$ cat src/rtl/iram_pkg.sv
// Shared widths, port ids and the read-return tag for the work-RAM arbiter.
package iram_pkg;
   localparam int IRAM_AW = 13;
   localparam int IRAM_DW = 8;

   localparam logic PORT_CPU = 1'b0;
   localparam logic PORT_DMA = 1'b1;

   typedef struct packed {
      logic vld;
      logic port;
   } rd_tag_t;
endpackage

$ cat src/rtl/iram_arbiter.sv
// CPU/DMA arbiter for the single-ported work RAM; DMA priority with CPU aging override.
// Grant 0 cycles, read return 1 cycle; a refused requester holds its request until granted.
module iram_arbiter
   import iram_pkg::*;
#(
   parameter int MAX_WAIT = 4
) (
   input  logic               clock,
   input  logic               reset,
   input  logic               cpu_req,
   input  logic               cpu_we,
   input  logic [IRAM_AW-1:0] cpu_addr,
   input  logic [IRAM_DW-1:0] cpu_wdata,
   output logic               cpu_gnt,
   output logic               cpu_rvalid,
   output logic [IRAM_DW-1:0] cpu_rdata,
   input  logic               dma_req,
   input  logic               dma_we,
   input  logic [IRAM_AW-1:0] dma_addr,
   input  logic [IRAM_DW-1:0] dma_wdata,
   output logic               dma_gnt,
   output logic               dma_rvalid,
   output logic [IRAM_DW-1:0] dma_rdata,
   output logic [IRAM_AW-1:0] ram_address,
   output logic [IRAM_DW-1:0] ram_data,
   output logic               ram_wren,
   input  logic [IRAM_DW-1:0] ram_q
);

   localparam logic [3:0] WAIT_LIMIT = 4'(MAX_WAIT);

   logic [3:0]         cpu_wait;
   logic               starved;
   rd_tag_t            rd_tag;
   logic [IRAM_DW-1:0] cpu_rdata_q;
   logic [IRAM_DW-1:0] dma_rdata_q;

   assign starved = (cpu_wait == WAIT_LIMIT);

   always_comb begin
      cpu_gnt = 1'b0;
      dma_gnt = 1'b0;
      if (!reset) begin
         if (starved && cpu_req) begin
            cpu_gnt = 1'b1;
         end else if (dma_req) begin
            dma_gnt = 1'b1;
         end else if (cpu_req) begin
            cpu_gnt = 1'b1;
         end
      end
   end

   // With no winner the CPU fields are presented but never written.
   always_comb begin
      ram_address = cpu_addr;
      ram_data    = cpu_wdata;
      ram_wren    = cpu_gnt & cpu_we;
      if (dma_gnt) begin
         ram_address = dma_addr;
         ram_data    = dma_wdata;
         ram_wren    = dma_we;
      end
   end

   always_ff @(posedge clock) begin
      if (reset) begin
         cpu_wait <= 4'd0;
      end else if (!cpu_req || cpu_gnt) begin
         cpu_wait <= 4'd0;
      end else if (!starved) begin
         cpu_wait <= cpu_wait + 4'd1;
      end
   end

   always_ff @(posedge clock) begin
      if (reset) begin
         rd_tag <= '0;
      end else begin
         rd_tag.vld  <= (cpu_gnt & ~cpu_we) | (dma_gnt & ~dma_we);
         rd_tag.port <= dma_gnt ? PORT_DMA : PORT_CPU;
      end
   end

   // Gated by reset so a read granted just before reset never returns.
   assign cpu_rvalid = rd_tag.vld && (rd_tag.port == PORT_CPU) && !reset;
   assign dma_rvalid = rd_tag.vld && (rd_tag.port == PORT_DMA) && !reset;

   always_ff @(posedge clock) begin
      if (reset) begin
         cpu_rdata_q <= '0;
         dma_rdata_q <= '0;
      end else begin
         if (cpu_rvalid) cpu_rdata_q <= ram_q;
         if (dma_rvalid) dma_rdata_q <= ram_q;
      end
   end

   // ram_q is live during the return cycle; the registers hold it afterwards.
   assign cpu_rdata = cpu_rvalid ? ram_q : cpu_rdata_q;
   assign dma_rdata = dma_rvalid ? ram_q : dma_rdata_q;

endmodule

$ cat config.mk
export PLATFORM = sky130hd
export DESIGN_NAME = iram_arbiter
export DESIGN_NICKNAME = d
export VERILOG_FILES = /design/src/rtl/iram_pkg.sv /design/src/rtl/iram_arbiter.sv
export SDC_FILE = /design/constraint.sdc
export NUM_CORES = 1
export LEC_CHECK = 0
export ABC_AREA = 1
export CAP_MARGIN = 20
export CORE_ASPECT_RATIO = 1.2
export CORE_MARGIN = 5
export CORE_UTILIZATION = 37
export DETAILED_ROUTE_END_ITERATION = 16
export PLACE_DENSITY = 0.85
export RECOVER_POWER = 50
export SLEW_MARGIN = 30
export SYNTH_ARGS = -nofsm -noshare
export SYNTH_HDL_FRONTEND = slang
export SYNTH_SLANG_ARGS = --single-unit
$ cat constraint.sdc
create_clock -name clock -period 2.78 [get_ports clock]
set_input_delay 0.695 -clock clock [delete_from_list [all_inputs] [get_ports clock]]
set_output_delay 0.695 -clock clock [all_outputs]
set_load 0.01 [all_outputs]
==> impl_metrics.csv, run 1 <==
group,metric,value,unit
outcome,status,"finished, final reports clean",
global_routing,met3_usage,7.46,%
synth,postSynthRegisterBits,22,
synth,synthDominantAreaCellType,"dfxtp_1",
clocking,clock_tree.buffer_depth,2,
placed_design,placed_insts,374,
sta,final_hold_viol_count,0,
hold_path,hold_path_stages,1,
floorplan,start_util,38.1,%
detailed_routing,detail_route.first_pass.iterations,4,
floorplan,fp.coreArea,3600,um2
power_and_ir_drop,power-per-cell-area,299,nW/um2
finish,share_of_final_layout_standard_cells_stronger_than_drive_strength_1,12.1,%
sta,slew_of_the_pin_with_the_lowest_slew_margin,0.300,ns
sta,max_clock_freq,372,MHz
detailed_routing,drcViolationCount,0,
global_routing,grt_pass1_vias,1780,
floorplan,floorplan.rows,24,
global_routing,grt.busiest_layer,"met2",
setup_path,timing.critical_path.slowest_stage_cell,"clkdlybuf4s50_1",
setup_path,regToRegEndpoint,"rd_tag[0]",
finish,layout.cells.non_filler,385,
global_routing,global_route.usage.met1,19.4,%
finish,antennaDiodeCount,0,
global_routing,all_layer_gr_usage,18.7,%
setup_path,cp_launch_type,"primary input",
detailed_routing,detailroute.via_count,1853,
synth,yosysSeqAreaShare,32.1,%
synth,post_synth_num_cell_types,19,
synth,netlist_top_cells_area,"dfxtp_1, nand2_1, nand3_1",
finish,final.fill_count,292,
detailed_routing,route.detailed.wl_per_inst,13.3,um
floorplan,die_height,76.8,um
clocking,clk_root_buffer_cell,"clkbuf_8",
detailed_routing,via_per_inst,4.81,
global_routing,groute.layer.met2.usage,34.3,%
setup_path,worst-endpoint-required,2.09,ns
setup_path,timing.critical_path.cells,"clkdlybuf4s50_1, inv_1, nand3_1, nand2_1, inv_1, clkdlybuf4s50_1",
global_routing,grt-ovfl-total,0,
finish,post_layout_net_count,406,
clocking,htree_depth,1,
placed_design,routabilityCongestion,0.765,
detailed_routing,final_antenna_net_count,0,
global_routing,grt_max_degree,24,
power_and_ir_drop,leakage,1.41,nW
sta,rsz0062_at_grt,"false",
hold_path,hold_class,"reg -> reg",
power_and_ir_drop,max-vdd-ir-drop,179,uV
finish,area_delta_synth_final,94.3,%
synth,syn-num-nets,284,
placed_design,io_buffers,97,
setup_path,ff2ff_path_depth,6,
clocking,post_cts_hold_buffer_count,0,
setup_path,critPathMaxStageDelay,0.52,ns
setup_path,setup.worst_path.end_class,"output pin",
floorplan,die_area,5040,um2
setup_path,timing.setup.critical_path_class,"in -> out",
sta,finClkSkew,0.00330,ns
detailed_routing,finalWirelength,5140,um
hold_path,hold_path.startpoint,"cpu_wait[0]",
global_routing,global_route_wire_length_before_repair,7570,um
sta,finalSetupViolCount,0,
synth,syn-mean-instance-area,6.08,um2
synth,synth_top_area_share,32.1,%
synth,synth_warnings,0,
setup_path,cell_class_contributing_the_biggest_share_of_worst_path_delay,"buffers and inverters",
synth,syn_inst,226,
setup_path,crit_arrival,1.99,ns
finish,layout.area.seq,440,um2
clocking,clk_pin_slew_worst_paths,0.07,ns
setup_path,critical_path.reg2reg.startpoint,"cpu_wait[0]",
floorplan,floorplan.io_pins,98,
setup_path,cp_max_fo,2,
setup_path,crit_path_buf_inv_count,4,
setup_path,worst_setup_path_startpoint,"ram_q[5]",
finish,multi_input_comb_area,779,um2
synth,synthesis.area,1370,um2
setup_path,timing.reg2reg.setup_slack,1.34,ns
sta,drv_slew,0,
sta,worst_relative_slew_slack,79.9,%
detailed_routing,first_iter_violations,96,
clocking,cts_buffers,3,
sta,finalWorstPathRequiredPeriod,2.69,ns
clocking,clkSinkCount,22,
placed_design,detailedPlacementHpwl,3680,um
floorplan,floorplan.die.width,65.6,um
sta,finalHoldWorstSlack,0.470,ns
clocking,cts_tree,"yes",
hold_path,hold-path-endpoint,"cpu_wait[0]",
clocking,worst_skew_pair.late_latency,0.26,ns
run,maxCapViolCount,0,
sta,layout_worst_path_cycle_share,96.6,%
global_routing,initial_antenna_violation_count,0,
## through the flow
stage	setup TNS [ns]	total power [W]	setup WS [ns]	cell area (um2)	utilization, %
2_1_floorplan	0	0.000433	0.797	1370	-
3_3_place_gp	-10.69	0.000616	-0.350	2500	69.3
3_5_place_dp	-12.08	0.000619	-0.394	2500	69.3
4_1_cts	0	0.000802	0.00862	2620	72.6
5_1_grt	0	0.000842	0.0314	2670	74.1
6_report	0	0.000798	0.0942	2670	74.1
## flip-flops by register name, summed over array words and instances (netlist names)
name and cells:
cpu_wait 4, dma_rdata_q 8, cpu_rdata_q 8, rd_tag 2
## power by group
group / switching [W] / leakage, nW / total, W / internal [W]
logic: 0.000118 / 1.21 / 0.000283 / 0.000165
registers: 0.00000445 / 0.179 / 0.000328 / 0.000324
clock network: 0.0000902 / 0.0216 / 0.000187 / 0.0000965
## cell families (layout without fill, tap and decap cells)
family	Yosys count	in the layout	synth area share, %
compound gates	11	11	4.19
buf+inv	45	163	14.4
fa+ha+maj	2	2	1.82
xor+xnor	1	1	0.638
flops	22	22	32.1
simple gates	145	147	46.9
## routing by layer
metal | wire length, um | vias up | part of all wire [%]
met5 | 0 | - | 0
met2 | 2630 | 91 | 51
li1 | - | 940 | -
met4 | 119 | 0 | 2.3
met3 | 540 | 13 | 11
met1 | 1850 | 809 | 36
## worst register-to-register path, stage by stage (launching register included)
cell	delay, ns
dfxtp_1	0.34
inv_1	0.06
ha_1	0.27
nand4_4	0.27
nand2_4	0.24
buf_4	0.13
inv_1	0.03
## how the worst max path moves through the flow
| stage | endpoint | slack, ns | cells after the start |
|---|---|---|---|
| floorplan | cpu_gnt | 0.80 | 3 |
| global route | ram_address[1] | 0.03 | 7 |
| CTS | cpu_rdata[5] | 0.009 | 7 |
| finish | cpu_rdata[5] | 0.09 | 6 |
| global placement | cpu_rdata[5] | -0.35 | 7 |
| detailed placement | cpu_rdata[5] | -0.39 | 7 |
## cells in the mapped netlist (all sizes together)
master / number
xnor2: 1
clkinv: 1
nand2: 89
ha: 2
nand4: 2
nor2: 16
inv: 36
o21ai: 1
nand3: 38
a21oi: 9
a21boi: 1
buf: 8
dfxtp: 22
## cell type report
type	instances	area share (%)
clock buffers	3	1.55
well taps	39	1.83
inverters	37	5.20
repair buffers	123	45.7
flip-flops and latches	22	16.5
multi-input cells	161	29.2
## repair_timing
item,4_1_cts,5_1_grt
resized for setup,36,5
endpoints found under the setup margin,42,36
pin swaps,3,3
setup buffers,3,0
gates cloned,2,3
## placed cells by master (no fill, tap or decap), types with 3 or more instances in the layout
master and count:
a21oi_1 9, buf_12 3, buf_4 10, clkbuf_4 9
clkbuf_8 3, clkdlybuf4s50_1 64, dfxtp_1 22, dlygate4sd2_1 24
dlygate4sd3_1 6, inv_1 35, nand2_1 88, nand3_1 36
nor2_1 12, nor2_4 3
Note: power is estimated with default switching activity, not from simulation.
==> run 2, diff against run 1 <==
PLACE_DENSITY = 0.92   (was 0.85)
==> impl_metrics.csv, run 2 (synthesis gave the netlist of run 1 again) <==
group,metric,value,unit
outcome,status,"finished, final reports clean",
finish,layout.cells.most_common,"nand2_1",
finish,final_design_area_no_fill,2700,um2
global_routing,initial_antenna_violation_count,0,
floorplan,start_util,38.1,%
global_routing,global_route_wire_length_before_repair,7960,um
finish,area_delta_synth_final,96.3,%
floorplan,fp.coreArea,3600,um2
setup_path,crit_arrival,2.02,ns
sta,worst_relative_slew_slack,76.9,%
placed_design,detailedPlacementHpwl,3810,um
sta,finalSetupViolCount,0,
sta,layout_worst_path_cycle_share,97.6,%
power_and_ir_drop,leakage,1.43,nW
detailed_routing,drcViolationCount,0,
sta,rsz0062_at_grt,"false",
power_and_ir_drop,max-vdd-ir-drop,167,uV
sta,finalWorstPathRequiredPeriod,2.71,ns
sta,slew_of_the_pin_with_the_lowest_slew_margin,0.347,ns
detailed_routing,detailroute.via_count,1901,
finish,multi_input_comb_area,791,um2
clocking,clock_tree.buffer_depth,2,
power_and_ir_drop,power-per-cell-area,308,nW/um2
setup_path,timing.setup.critical_path_class,"in -> out",
clocking,clk_root_buffer_cell,"clkbuf_8",
clocking,cts_tree,"yes",
floorplan,floorplan.die.width,65.6,um
floorplan,die_height,76.8,um
finish,top_regs,"cpu_rdata_q: 8 flops, dma_rdata_q: 8 flops, cpu_wait: 4 flops",
detailed_routing,first_iter_violations,62,
finish,antennaDiodeCount,0,
clocking,htree_depth,1,
placed_design,io_buffers,97,
detailed_routing,route.detailed.wl_per_inst,13.2,um
clocking,clk_pin_slew_worst_paths,0.07,ns
finish,most_used_cells_in_the_layout_excluding_fill_and_tap_cells,"nand2_1, clkdlybuf4s50_1, nand3_1, inv_1, dlygate4sd2_1",
detailed_routing,detail_route.first_pass.iterations,4,
detailed_routing,finalWirelength,5140,um
placed_design,routabilityCongestion,0.763,
setup_path,cp_launch_type,"primary input",
setup_path,setup.worst_path.end_class,"output pin",
sta,drv_slew,0,
finish,final.fill_count,272,
floorplan,die_area,5040,um2
global_routing,grt-ovfl-total,0,
finish,post_layout_net_count,409,
finish,share_of_final_layout_standard_cells_stronger_than_drive_strength_1,12.9,%
sta,final_hold_viol_count,0,
finish,layout_utilization,74.8,%
sta,max_clock_freq,368,MHz
detailed_routing,via_per_inst,4.89,
global_routing,grt_max_degree,14,
floorplan,floorplan.rows,24,
global_routing,grt_pass1_vias,1885,
sta,post-route-worst-setup-slack,0.0657,ns
finish,layout.area.seq,443,um2
clocking,clkSinkCount,22,
placed_design,post_dp_cell_area,2490,um2
clocking,cts_buffers,3,
run,maxCapViolCount,0,
setup_path,cp_max_fo,2,
floorplan,floorplan.io_pins,98,
sta,finClkSkew,0.00401,ns
detailed_routing,final_antenna_net_count,0,
clocking,worst_skew_pair.late_latency,0.26,ns
setup_path,worst-endpoint-required,2.09,ns
hold_path,hold_class,"reg -> reg",
global_routing,all_layer_gr_usage,20.1,%
placed_design,post-place-ws,-0.351,ns
[run 2: changes by cell type in the layout (fill, tap and decap cells not counted), moves of 2 or more]
cell             delta
buf_4               +5
buf_6               +3
clkbuf_1            +2
clkbuf_4            -5
clkdlybuf4s25_1     +2
clkdlybuf4s50_1     +2
dfxtp_1             -2
dfxtp_2             +2
dlygate4sd2_1       -2
dlygate4sd3_1       -2
[run 2: cell type report]
| type | count | share of cell area, % |
|---|---|---|
| repair buffers | 125 | 45.2 |
| clock buffers | 4 | 2.04 |
| flip-flops and latches | 22 | 16.4 |
| multi-input cells | 162 | 29.3 |
| inverters | 37 | 5.15 |
| well taps | 39 | 1.81 |
[run 2: power by group]
part | switching, W | internal [W] | total [W]
logic | 0.000118 | 0.000160 | 0.000278
registers | 0.00000445 | 0.000324 | 0.000328
clock network | 0.0000991 | 0.000126 | 0.000225
[run 2: worst max-delay path: stages]
cell             delay (ns)
clkdlybuf4s50_1        0.50
inv_1                  0.05
nand3_1                0.09
nand2_1                0.09
inv_1                  0.06
clkdlybuf4s50_1        0.53
[run 2: worst paths after layout]
| kind | startpoint | end | slack [ns] | cells past startpoint |
|---|---|---|---|---|
| setup reg to reg | cpu_wait[0] | rd_tag[1] | 1.46 | 6 |
| setup / recovery | ram_q[1] | cpu_rdata[1] | 0.07 | 6 |
| hold / removal | cpu_wait[0] | cpu_wait[0] | 0.43 | 1 |
| hold reg to reg | cpu_wait[0] | cpu_wait[0] | 0.43 | 1 |
[run 2: metrics by stage]
| step | TNS (ns) | hold slack, ns | total power (W) | cells |
|---|---|---|---|---|
| final | 0 | 0.435 | 0.000832 | 389 |
| after global routing | 0 | 0.458 | 0.000878 | 389 |
| after detailed placement | -11.12 | 0.461 | 0.000616 | 375 |
| after CTS | -0.0328 | 0.477 | 0.000840 | 386 |
| after floorplan | 0 | 0.430 | 0.000433 | 226 |
| after global placement | -10.58 | 0.446 | 0.000612 | 375 |
[run 2: per-layer routing]
metal  up-vias  track usage [%]  share of wire [%]
li1        944                -                  -
met1       855             18.7                 36
met2        93             37.5                 52
met3         9             6.87                 10
met4         0             9.54                2.2
met5         -                0                  0
[run 2: repair_timing]
| action | CTS | global route |
|---|---|---|
| pin swaps | 6 | 1 |
| buffers inserted | 2 | 3 |
| hold buffers | 0 | 0 |
| resized for setup | 35 | 9 |
| endpoints found under the setup margin | 42 | 13 |
| endpoints found under the hold margin | 0 | 0 |
| cloned | 5 | 0 |
